$ cat config.mk
export PLATFORM = sky130hd
export DESIGN_NAME = interrupt_ack_sequencer
export DESIGN_NICKNAME = d
export VERILOG_FILES = /design/src/rtl/interrupt_ack_sequencer.sv
export SDC_FILE = /design/constraint.sdc
export NUM_CORES = 1
export LEC_CHECK = 0
export BUFFER_PORTS_ARGS = -buffer_cell sky130_fd_sc_hd__buf_2
export CELL_PAD_IN_SITES_DETAIL_PLACEMENT = 1
export CELL_PAD_IN_SITES_GLOBAL_PLACEMENT = 2
export CORE_ASPECT_RATIO = 0.9
export CORE_MARGIN = 3
export CORE_UTILIZATION = 27
export CTS_CLUSTER_DIAMETER = 150
export DETAILED_ROUTE_END_ITERATION = 16
export PLACE_DENSITY_LB_ADDON = 0.1
export SKIP_LAST_GASP = 1
export SYNTH_ARGS = -nofsm -noshare
export SYNTH_HDL_FRONTEND = slang
export SYNTH_SLANG_ARGS = --single-unit
$ cat constraint.sdc
create_clock -name clock -period 2 [get_ports clock]
set_clock_uncertainty 0.1 [all_clocks]
set_input_delay 0.1 -clock clock [delete_from_list [all_inputs] [get_ports clock]]
set_output_delay 0.1 -clock clock [all_outputs]
set_load 0.005 [all_outputs]
$ cat src/rtl/interrupt_ack_sequencer.sv
// Interrupt acknowledge sequencer: priority resolution, INTA handshake, ISR and EOI handling.
// Define PIC_ROTATE_PRIORITY_EN for rotating priority; the default build uses fixed priority with IR0 highest.
module interrupt_ack_sequencer (
  input  logic       clock,
  input  logic       reset,
  input  logic [7:0] interrupt_request_register,
  input  logic [7:0] interrupt_mask,
  input  logic       interrupt_acknowledge_n,
  input  logic       end_of_interrupt,
  input  logic       specific_eoi,
  input  logic [2:0] eoi_level,
  input  logic       auto_eoi_config,
  input  logic [4:0] vector_base,
  output logic       interrupt,
  output logic       freeze,
  output logic [7:0] clear_interrupt_request,
  output logic [7:0] in_service_register,
  output logic [7:0] vector_out,
  output logic       vector_valid
);

  typedef enum logic [1:0] {IDLE, ACK1, ACK2} state_t;

  state_t     state, state_next;
  logic       inta_prev, inta_fall, inta_rise;
  logic [2:0] level, level_next;
  logic       spurious, spurious_next;
  logic       interrupt_next;
  logic [7:0] clear_next, isr_set, isr_clr, eligible;
  logic [3:0] winner, isr_top;  // {found, level}
  logic       outranks;

`ifdef PIC_ROTATE_PRIORITY_EN
  logic [2:0] pointer;
`else
  // A constant lowest-priority level of 7 folds the search into plain IR0-first priority.
  localparam logic [2:0] pointer = 3'd7;
`endif

  function automatic logic [3:0] highest(input logic [7:0] v, input logic [2:0] ptr);
    logic [3:0] r;
    logic [2:0] lvl;
    r = '0;
    for (int unsigned i = 0; i < 8; i++) begin
      lvl = ptr + 3'd1 + i[2:0];
      if (!r[3] && v[lvl]) r = {1'b1, lvl};
    end
    return r;
  endfunction

  // Position in the current priority order; 0 is the highest.
  function automatic logic [2:0] rank(input logic [2:0] lvl, input logic [2:0] ptr);
    return lvl - ptr - 3'd1;
  endfunction

  assign eligible     = interrupt_request_register & ~interrupt_mask;
  assign winner       = highest(eligible, pointer);
  assign isr_top      = highest(in_service_register, pointer);
  assign outranks     = winner[3] &&
                        (!isr_top[3] || (rank(winner[2:0], pointer) < rank(isr_top[2:0], pointer)));
  assign inta_fall    = inta_prev & ~interrupt_acknowledge_n;
  assign inta_rise    = ~inta_prev & interrupt_acknowledge_n;
  assign freeze       = (state != IDLE);
  assign vector_valid = (state == ACK2) && !interrupt_acknowledge_n;
  assign vector_out   = {vector_base, level};

  always_comb begin
    state_next     = state;
    level_next     = level;
    spurious_next  = spurious;
    interrupt_next = outranks;
    clear_next     = '0;
    isr_set        = '0;
    isr_clr        = '0;

    if (end_of_interrupt) begin
      if (specific_eoi)    isr_clr[eoi_level]    = 1'b1;
      else if (isr_top[3]) isr_clr[isr_top[2:0]] = 1'b1;
    end

    unique case (state)
      IDLE: if (inta_fall) begin
        state_next     = ACK1;
        interrupt_next = 1'b0;
        if (winner[3]) begin
          level_next             = winner[2:0];
          spurious_next          = 1'b0;
          isr_set[winner[2:0]]   = 1'b1;
          clear_next[winner[2:0]] = 1'b1;
        end else begin
          level_next    = 3'd7;
          spurious_next = 1'b1;
        end
      end
      ACK1: if (inta_fall) state_next = ACK2;
      ACK2: if (inta_rise) begin
        state_next = IDLE;
        if (auto_eoi_config && !spurious) isr_clr[level] = 1'b1;
      end
      default: state_next = IDLE;
    endcase
  end

  always_ff @(posedge clock or posedge reset) begin
    if (reset) begin
      state                   <= IDLE;
      inta_prev               <= 1'b1;
      level                   <= '0;
      spurious                <= 1'b0;
      interrupt               <= 1'b0;
      clear_interrupt_request <= '0;
      in_service_register     <= '0;
    end else begin
      state                   <= state_next;
      inta_prev               <= interrupt_acknowledge_n;
      level                   <= level_next;
      spurious                <= spurious_next;
      interrupt               <= interrupt_next;
      clear_interrupt_request <= clear_next;
      // A set in the same cycle as a clear of the same bit wins.
      in_service_register     <= (in_service_register & ~isr_clr) | isr_set;
    end
  end

`ifdef PIC_ROTATE_PRIORITY_EN
  always_ff @(posedge clock or posedge reset) begin
    if (reset)
      pointer <= 3'd7;
    else if (state == ACK2 && inta_rise && auto_eoi_config && !spurious)
      pointer <= level;
    else if (end_of_interrupt && !specific_eoi && isr_top[3])
      pointer <= isr_top[2:0];
  end
`endif

endmodule

==> results of run 1 <==
-- repair_timing --
item	4_1_cts	5_1_grt
resized for setup	0	0
hold buffers	2	0
hold endpoints to repair	24	0
-- cells in the mapped netlist (all sizes together) (2+ instances only) --
library cell,instances,area share
dfrtp,23,0.41
nand2,14,0.037
nor3,7,0.028
and2,2,0.0089
nor4,2,0.013
inv,6,0.016
o21ai,9,0.032
a32oi,4,0.030
nand2b,7,0.031
nor2,19,0.051
a21o,4,0.021
o31ai,2,0.011
o32ai,2,0.012
nor2b,13,0.063
nand3,7,0.025
o22ai,2,0.0089
a31o,5,0.031
a21oi,3,0.011
buf,5,0.027
clkbuf,2,0.0053
-- layer usage --
| layer | share of wire | wire, µm | up-vias |
|---|---|---|---|
| li1 | - | - | 661 |
| met2 | 0.47 | 2000 | 30 |
| met1 | 0.48 | 2000 | 652 |
| met4 | 0.0057 | 24 | 0 |
| met3 | 0.044 | 185 | 4 |
| met5 | 0 | 0 | - |
-- area by class of cell --
type                            count  share of cell area
Inverter                            6              0.0123
Clock inverter                      1              0.0164
Timing Repair Buffer               56               0.170
Multi-Input combinational cell    118               0.406
Sequential cell                    24               0.329
Clock buffer                        3              0.0226
Tap cell                           65              0.0445
-- cell families after synthesis --
| family | after synthesis | synth area share |
|---|---|---|
| AO/OA/AOI/OAI | 41 | 0.232 |
| XOR/XNOR | 1 | 0.00621 |
| adder cells (fa/ha/maj) | 1 | 0.00886 |
| buffers and inverters | 13 | 0.0479 |
| flip-flops | 24 | 0.426 |
| AND/OR/NAND/NOR | 75 | 0.278 |
-- metrics by stage --
step | hold slack [ps] | std cells | worst slack, ps | total power (W)
CTS | 100 | 273 | 146 | 0.00179
global route | 100 | 273 | 36.5 | 0.00192
finish | 100 | 273 | 110 | 0.00177
floorplan | 4.48 | 155 | 256 | 0.00109
global placement | 55.0 | 267 | 274 | 0.00135
detailed placement | 60.4 | 267 | 137 | 0.00136
-- registers in the layout, summed over array words and instances (netlist names) --
signal,count
interrupt,1
level,3
spurious,1
state,2
inta_prev,1
in_service_register,8
clear_interrupt_request,8
-- power by group through the flow --
stage                     clock [W]  combinational (W)  sequential (W)
after floorplan                   0           0.000391        0.000696
after global placement            0           0.000627        0.000719
after detailed placement          0           0.000639        0.000725
after CTS                  0.000433           0.000643        0.000718
after global routing       0.000465           0.000714        0.000738
final                      0.000421           0.000636        0.000715
-- worst paths after layout --
kind | startpoint | to | slack [ps]
min in group asynchronous | reset | in_service_register[5]$_DFF_PP0_ | 310
hold reg to reg | state[1]$_DFFE_PP0P_ | state[0]$_DFFE_PP0P_ | 380
max in group asynchronous | reset | inta_prev$_DFF_PP1_ | 1210
setup reg to reg | in_service_register[0]$_DFF_PP0_ | interrupt$_DFF_PP0_ | 110
setup / recovery | in_service_register[0]$_DFF_PP0_ | interrupt$_DFF_PP0_ | 110
hold / removal | vector_base[0] | vector_out[3] | 100
-- critical path, stage by stage (launching register included) --
cell and delay (ps):
dfrtp_1 450, nor4_2 360, o41ai_1 150, ha_1 290
nand2_1 70, a221oi_1 260, nor3_1 100
==> metrics.md, run 1 <==
| Metric | Value |
|---|---|
| CTS clock-pin slew for the worst setup and hold paths | `80 ps` |
| DPL Wire Length | `3.48 mm` |
| Finished Core Util | `0.369` |
| TritonRoute pass-1 iters | `4` |
| GR met1 Demand/Resource | `0.208` |
| Slew @ Worst Pin | `400 ps` |
| Nets | `240` |
| Sequential Power Share | `0.404` |
| Vias per cell | `4.93` |
| Antenna violations before repair | `0` |
| CTS tree | `built` |
| Remaining global-route overflow | `0` |
| Most frequent cells in the layout | `46 x buf_2, 23 x dfrtp_1, 19 x nor2_1` |
| Syn. warnings | `0` |
| Htree depth | `1` |
| Post-Route WL | `4.21 mm` |
| Starting density of the core | `0.285` |
| Share of cells above drive strength 1 | `0.317` |
| Fill cells | `589` |
| Min cycle time layout | `1890 ps` |
| Fin area | `1830 µm²` |
| Post-synthesis sequential area ratio | `0.426` |
| # IOs | `57` |
| Crit path launch type | `register` |
| Mapped cell area | `1410 µm²` |
| Cells after Synth | `155` |
| Psw | `0.000616 W` |
| Type of the worst min-delay path | `in -> out` |
| Placed instance area | `1740 µm²` |
| Tcrit/Tclk final | `0.945` |
| Register-to-Register Path Depth | `6` |
| GR peak layer | `met2` |
| Critical path required time | `2040 ps` |
| Final slew viol count | `0` |
| Power per Cell Area | `968 nW/µm²` |
| Distinct cells, synth | `42` |
| Vias post-DR | `1347` |
| Internal power | `0.00116 W` |
| Area grow syn2layout | `29.6%` |
| CP max FO | `6` |
| DRT iter0 DRCs | `38` |
| Antenna-violating nets left | `0` |
| #FFs+latches synth | `24` |
| Achievable Freq | `0.529 GHz` |
| Met3 GRT Util | `0.0327` |
| Clk pwr share | `0.237` |
| Max Cap Viol | `0` |
| Fin. Hold Viols | `0` |
| Synth Flop Type | `dfrtp_1` |
| Die width | `82.2 µm` |
| Std-Cell Rows | `24` |
| Multi-input gate area | `742 µm²` |
| Die height | `74.6 µm` |
| RSZ-0062 raised after global routing | `false` |
| Wire per inst | `15.4 µm` |
| Largest net degree at the start of global routing | `25` |
| Total track usage | `0.148` |
| Vias in the first global route | `1389` |
| Hold path depth | `0` |
| Die area | `6130 µm²` |
| Slew HR | `0.731` |
| First-pass GRT wire length | `6.92 mm` |
| Asr flop ratio synth | `1.00` |
| Root Buffer | `clkbuf_8` |
| P_leak | `0.900 nW` |
| Worst-Skew Late Latency | `270 ps` |
| Most common cell after layout, fill and taps aside | `buf_2` |
| Worst VDD drop | `0.449 mV` |
| Clock Sinks | `24` |
| M2 GR Usage | `0.236` |
| EDFF count, synth | `0` |
| Syn_nets | `186` |
| Routability Congestion | `0.762` |
| IO buf count | `46` |
| Status | `finished clean` |
| Register Area | `602 µm²` |
| CP endpoint kind | `register` |
| Final Setup Violations | `0` |
| Crit Path Category | `reg -> reg` |
| N_diodes | `0` |
| Num CTS Buffers | `3` |
| WP data arrival | `1930 ps` |
| Sw Share | `0.348` |
| Combinational fraction of design power | `0.359` |
| Syn avg cell area | `9.11 µm²` |
| Setup_tns | `0 ps` |
| DRC | `0` |
| Clock buffer depth | `2` |
| # Post-CTS Setup Buffers | `0` |
| Core region area | `4950 µm²` |
Power figures use the tool's default switching activity.
==> run 2: changes to the inputs <==
==> constraint.sdc (replaced) <==
create_clock -name clock -period 2 [get_ports clock]
set_clock_uncertainty 0.1 [all_clocks]
set_input_delay 0.3 -clock clock [delete_from_list [all_inputs] [get_ports clock]]
set_output_delay 0.3 -clock clock [all_outputs]
set_load 0.005 [all_outputs]
==> run 2 against run 1 <==
Register-to-register slack gained 40 ps. Final cell count rose by 1.1%. Fmax rose by 2.1%. Sequential cell count unchanged. Clock power down 1%. Sequential power shrank 2%. Sequential share of layout area is 0.51 points lower. Utilization is 0.58 points higher. Largest cell class unchanged.
==> metrics.md, run 2 (synthesized netlist as in run 1, its figures left out) <==
| Metric | Value |
|---|---|
| Nets | `243` |
| WP data arrival | `1930 ps` |
| P_leak | `0.921 nW` |
| Critical path required time | `2080 ps` |
| Core region area | `4950 µm²` |
| DRT iter0 DRCs | `54` |
| Final slew viol count | `0` |
| Placed cell count | `271` |
| Vias post-DR | `1350` |
| CTS clock-pin slew for the worst setup and hold paths | `90 ps` |
| Std-Cell Rows | `24` |
| Place WS | `74.4 ps` |
| Post-Route WL | `4.28 mm` |
| Vias in the first global route | `1454` |
| Die area | `6130 µm²` |
| Starting density of the core | `0.285` |
| Htree depth | `1` |
| Setup WS post-layout | `149 ps` |
| First-pass GRT wire length | `6.96 mm` |
| Share of cells above drive strength 1 | `0.332` |
| DRC | `0` |
| Fill cells | `619` |
| Most common cell after layout, fill and taps aside | `buf_2` |
| Achievable Freq | `0.540 GHz` |
| Setup_tns | `0 ps` |
| # IOs | `57` |
| Worst-Skew Late Latency | `260 ps` |
| Clock buffer depth | `2` |
| IO buf count | `46` |
| Root Buffer | `clkbuf_8` |
| CP endpoint kind | `register` |
| Max Cap Viol | `0` |
| Area grow syn2layout | `31.6%` |
| # Post-CTS Setup Buffers | `0` |
| Power per Cell Area | `972 nW/µm²` |
| Final Setup Violations | `0` |
| Total track usage | `0.147` |
| N_diodes | `0` |
| Remaining global-route overflow | `0` |
| Num CTS Buffers | `3` |
| Met2 WL | `1.98 mm` |
| Metal1 wirelength | `2.09 mm` |
| DPL Wire Length | `3.62 mm` |
| Top sig layer | `met4` |
| Die height | `74.6 µm` |
| CTS tree | `built` |
| CP max FO | `6` |
| Status | `finished clean` |
| Crit path launch type | `register` |
| Clock Sinks | `24` |
| Routability Congestion | `0.816` |
| Worst VDD drop | `0.400 mV` |
| Post-Layout Cell Count | `276` |
| DR WL met3 | `187 µm` |
| Largest regs | `clear_interrupt_request: 8 flops, in_service_register: 8 flops, level: 3 flops` |
| Wire per inst | `15.5 µm` |
| Min cycle time layout | `1850 ps` |
| Tcrit/Tclk final | `0.926` |
| Type of the worst min-delay path | `in -> reg` |
| Slew HR | `0.670` |
| Vias per cell | `4.89` |
| Largest net degree at the start of global routing | `15` |
| Antenna violations before repair | `0` |
| Die width | `82.2 µm` |
| Most frequent cells in the layout | `46 x buf_2, 23 x dfrtp_1, 19 x nor2_1` |
| RSZ-0062 raised after global routing | `false` |
| Antenna-violating nets left | `0` |
| Finished Core Util | `0.375` |
| Hold WS | `55.3 ps` |
| TritonRoute pass-1 iters | `4` |
| Slew @ Worst Pin | `488 ps` |
| Crit Path Category | `reg -> reg` |
| Fin. Hold Viols | `0` |
-- run 2: cell types whose count changed in the layout (fill, tap and decap cells not counted) --
cell           change
buf_4              +4
dlygate4sd3_1      -1
nor4_2             -1
nor4_4             +1
-- run 2: path summary, 6_finish.rpt --
path                                                       start                                    to  slack (ps)  depth (start not counted)
worst max-delay path            in_service_register[7]$_DFF_PP0_                   interrupt$_DFF_PP0_         150                          5
worst min-delay path                     interrupt_acknowledge_n                   inta_prev$_DFF_PP1_          60                          1
worst max register to register  in_service_register[7]$_DFF_PP0_                   interrupt$_DFF_PP0_         150                          5
worst min register to register              state[1]$_DFFE_PP0P_                  state[0]$_DFFE_PP0P_         370                          1
max in group asynchronous                                  reset      in_service_register[2]$_DFF_PP0_         760                          4
min in group asynchronous                                  reset  clear_interrupt_request[6]$_DFF_PP0_         480                          3
-- run 2: power by group --
group	switching (W)	leakage (nW)	internal, W
sequential	0.000116	0.319	0.000586
clock	0.000147	0.0357	0.000267
combinational	0.000364	0.567	0.000325
total	0.000628	0.921	0.00118
-- run 2: repair_timing --
| action | CTS | global route |
|---|---|---|
| hold buffers | 1 | 0 |
| gates resized for setup | 0 | 1 |
| endpoints found under the setup margin | 0 | 1 |
| hold endpoints to repair | 11 | 0 |
-- run 2: per-layer routing --
| layer | GRT usage | vias to the layer above |
|---|---|---|
| li1 | - | 664 |
| met3 | 0.0351 | 4 |
| met4 | 0.0240 | 0 |
| met5 | 0 | - |
| met2 | 0.238 | 32 |
| met1 | 0.204 | 650 |
-- run 2: area by class of cell --
| cell class | count | area, µm² | share of cell area |
|---|---|---|---|
| multi-input combinational | 118 | 751 | 0.404 |
| sequential | 24 | 602 | 0.324 |
| timing repair buffer | 59 | 330 | 0.178 |
| tap | 65 | 81.3 | 0.0438 |
| clock buffer | 3 | 41.3 | 0.0222 |
| clock inverter | 1 | 30.0 | 0.0162 |
| inverter | 6 | 22.5 | 0.0121 |
-- run 2: worst max-delay path, stage by stage, from the launching register on --
cell and delay (ps):
dfrtp_1 450, o41ai_1 550, ha_1 330, nand2_1 80
a221oi_1 60, nor3_1 210
-- run 2: stage by stage --
stage	cell area, µm²	power, W
floorplan	1410	0.00109
global placement	1770	0.00137
detailed placement	1770	0.00139
CTS	1850	0.00182
global route	1860	0.00195
finish	1860	0.00181
==> run 3: changes to the inputs <==
CORE_UTILIZATION = 28   (was 27)
CTS_BUF_LIST = sky130_fd_sc_hd__clkbuf_2 sky130_fd_sc_hd__clkbuf_4 sky130_fd_sc_hd__clkbuf_8   (was unset)
==> run 3 against run 2 <==
Sequential power about the same. Sequential cell count unchanged. Routed wire length increased by 1.2%. Sequential share of layout area increased by 0.066 points. Combinational power increased by 1%. Fmax increased by 0.50%. Largest power group unchanged.
==> metrics.md, run 3 (synthesized netlist as in run 1, its figures left out) <==
| Metric | Value |
|---|---|
| Min cycle time layout | `1840 ps` |
| Root Buffer | `clkbuf_8` |
| Multi-input gate area | `751 µm²` |
| Tcrit/Tclk final | `0.921` |
| Wire per inst | `15.9 µm` |
| DRT iter0 DRCs | `66` |
| CTS clock-pin slew for the worst setup and hold paths | `90 ps` |
| Total power | `0.00182 W` |
| Post-Layout Cell Count | `273` |
| Nets | `243` |
| CP endpoint kind | `register` |
| Worst VDD drop | `0.447 mV` |
| First-pass GRT wire length | `7.10 mm` |
| HP Start | `interrupt_acknowledge_n` |
| Die area | `5930 µm²` |
| Routability Congestion | `0.771` |
| Final Setup Violations | `0` |
| Power per Cell Area | `980 nW/µm²` |
| CTS tree | `built` |
| Critical path required time | `2080 ps` |
| Antenna-violating nets left | `0` |
| IO buf count | `46` |
| Share of cells above drive strength 1 | `0.332` |
| Buffers & Inverters on Critical Path | `0` |
| Std-Cell Rows | `23` |
| Final slew viol count | `0` |
| Max Cap Viol | `0` |
| DRC | `0` |
| Die height | `73.4 µm` |
| Largest net degree at the start of global routing | `25` |
| Vias post-DR | `1371` |
| Fill cells | `583` |
| RSZ-0062 raised after global routing | `false` |
| Starting density of the core | `0.303` |
| Slew HR | `0.680` |
| Clock buffer depth | `2` |
| Vias in the first global route | `1449` |
| Remaining global-route overflow | `0` |
| Clock Sinks | `24` |
| Achievable Freq | `0.543 GHz` |
| Core region area | `4660 µm²` |
| Area grow syn2layout | `31.4%` |
| Finished Core Util | `0.398` |
| Most frequent cells in the layout | `46 x buf_2, 23 x dfrtp_1, 19 x nor2_1` |
| RR Startpoint | `in_service_register[7]$_DFF_PP0_` |
| Crit-path max cell delay | `540 ps` |
| Num CTS Buffers | `3` |
| WP data arrival | `1920 ps` |
| Htree depth | `1` |
| Total track usage | `0.155` |
| Critical path cell sequence | `o41ai_1 > ha_1 > nand2_1 > a221oi_1 > nor3_1` |
| Register Area | `602 µm²` |
| Most common cell after layout, fill and taps aside | `buf_2` |
| CP max FO | `6` |
| Type of the worst min-delay path | `in -> reg` |
| Worst-Skew Late Latency | `260 ps` |
| # IOs | `57` |
| Post-Route WL | `4.33 mm` |
| Die width | `80.8 µm` |
| Crit Path Category | `reg -> reg` |
| Crit path launch type | `register` |
| Worst path top cell family by delay | `compound AO/OA/AOI/OAI gates` |
| Slowest stage cell on the critical path | `o41ai_1` |
| Critical path launch point | `in_service_register[7]$_DFF_PP0_` |
| N_diodes | `0` |
| # Post-CTS Setup Buffers | `0` |
| Setup_tns | `0 ps` |
| Placed cell count | `268` |
| Slew @ Worst Pin | `473 ps` |
| Largest regs | `clear_interrupt_request: 8 flops, in_service_register: 8 flops, level: 3 flops` |
| DPL Wire Length | `3.63 mm` |
| Status | `finished clean` |
| P_leak | `0.921 nW` |
| TritonRoute pass-1 iters | `4` |
| Antenna violations before repair | `0` |
| Fin. Hold Viols | `0` |
| Vias per cell | `5.02` |
==> run 3: cell counts in the layout (fill, tap and decap cells not counted) <==
Identical to the previous run, type by type.
==> run 3: cell type report <==
cell class,count,share of cell area
Inverter,6,0.0121
Tap cell,62,0.0418
Multi-Input combinational cell,118,0.405
Clock inverter,1,0.0162
Sequential cell,24,0.325
Timing Repair Buffer,59,0.178
Clock buffer,3,0.0223
==> run 3: path summary, 6_finish.rpt <==
path | to | depth (start not counted) | slack (ps)
setup / recovery | interrupt$_DFF_PP0_ | 5 | 160
min in group asynchronous | in_service_register[5]$_DFF_PP0_ | 4 | 510
max in group asynchronous | inta_prev$_DFF_PP1_ | 4 | 1000
setup reg to reg | interrupt$_DFF_PP0_ | 5 | 160
hold / removal | inta_prev$_DFF_PP1_ | 1 | 50
hold reg to reg | state[0]$_DFFE_PP0P_ | 1 | 390
==> run 3: per-layer routing <==
metal | track usage | share of wire | vias up | wire (µm)
met1 | 0.210 | 0.47 | 663 | 2040
met5 | 0 | 0 | - | 0
li1 | - | - | 667 | -
met2 | 0.253 | 0.47 | 37 | 2020
met3 | 0.0355 | 0.059 | 4 | 255
met4 | 0.0300 | 0.0048 | 0 | 21
==> run 3: timing repair <==
item | 4_1_cts | 5_1_grt
gates resized for setup | 0 | 1
endpoints found under the setup margin | 0 | 1
hold endpoints to repair | 23 | 0
hold buffers | 1 | 0
==> run 3: metrics by stage <==
step | hold WS, ps | worst slack (ps) | area, µm²
after floorplan | 204 | 180 | 1410
after global placement | 258 | 79.6 | 1760
after detailed placement | 268 | 41.3 | 1760
after CTS | 43.5 | 118 | 1850
after global routing | 35.0 | 11.6 | 1850
final | 49.9 | 158 | 1850
==> run 3: worst register-to-register path, stage by stage, from the launching register on <==
cell	delay (ps)
dfrtp_1	440
o41ai_1	540
ha_1	320
nand2_1	80
a221oi_1	60
nor3_1	210
==> run 3: power breakdown <==
group / internal [W] / switching (W) / leakage, nW
Clock: 0.000267 / 0.000152 / 0.0357
Sequential: 0.000586 / 0.000115 / 0.319
Combinational: 0.000325 / 0.000373 / 0.567
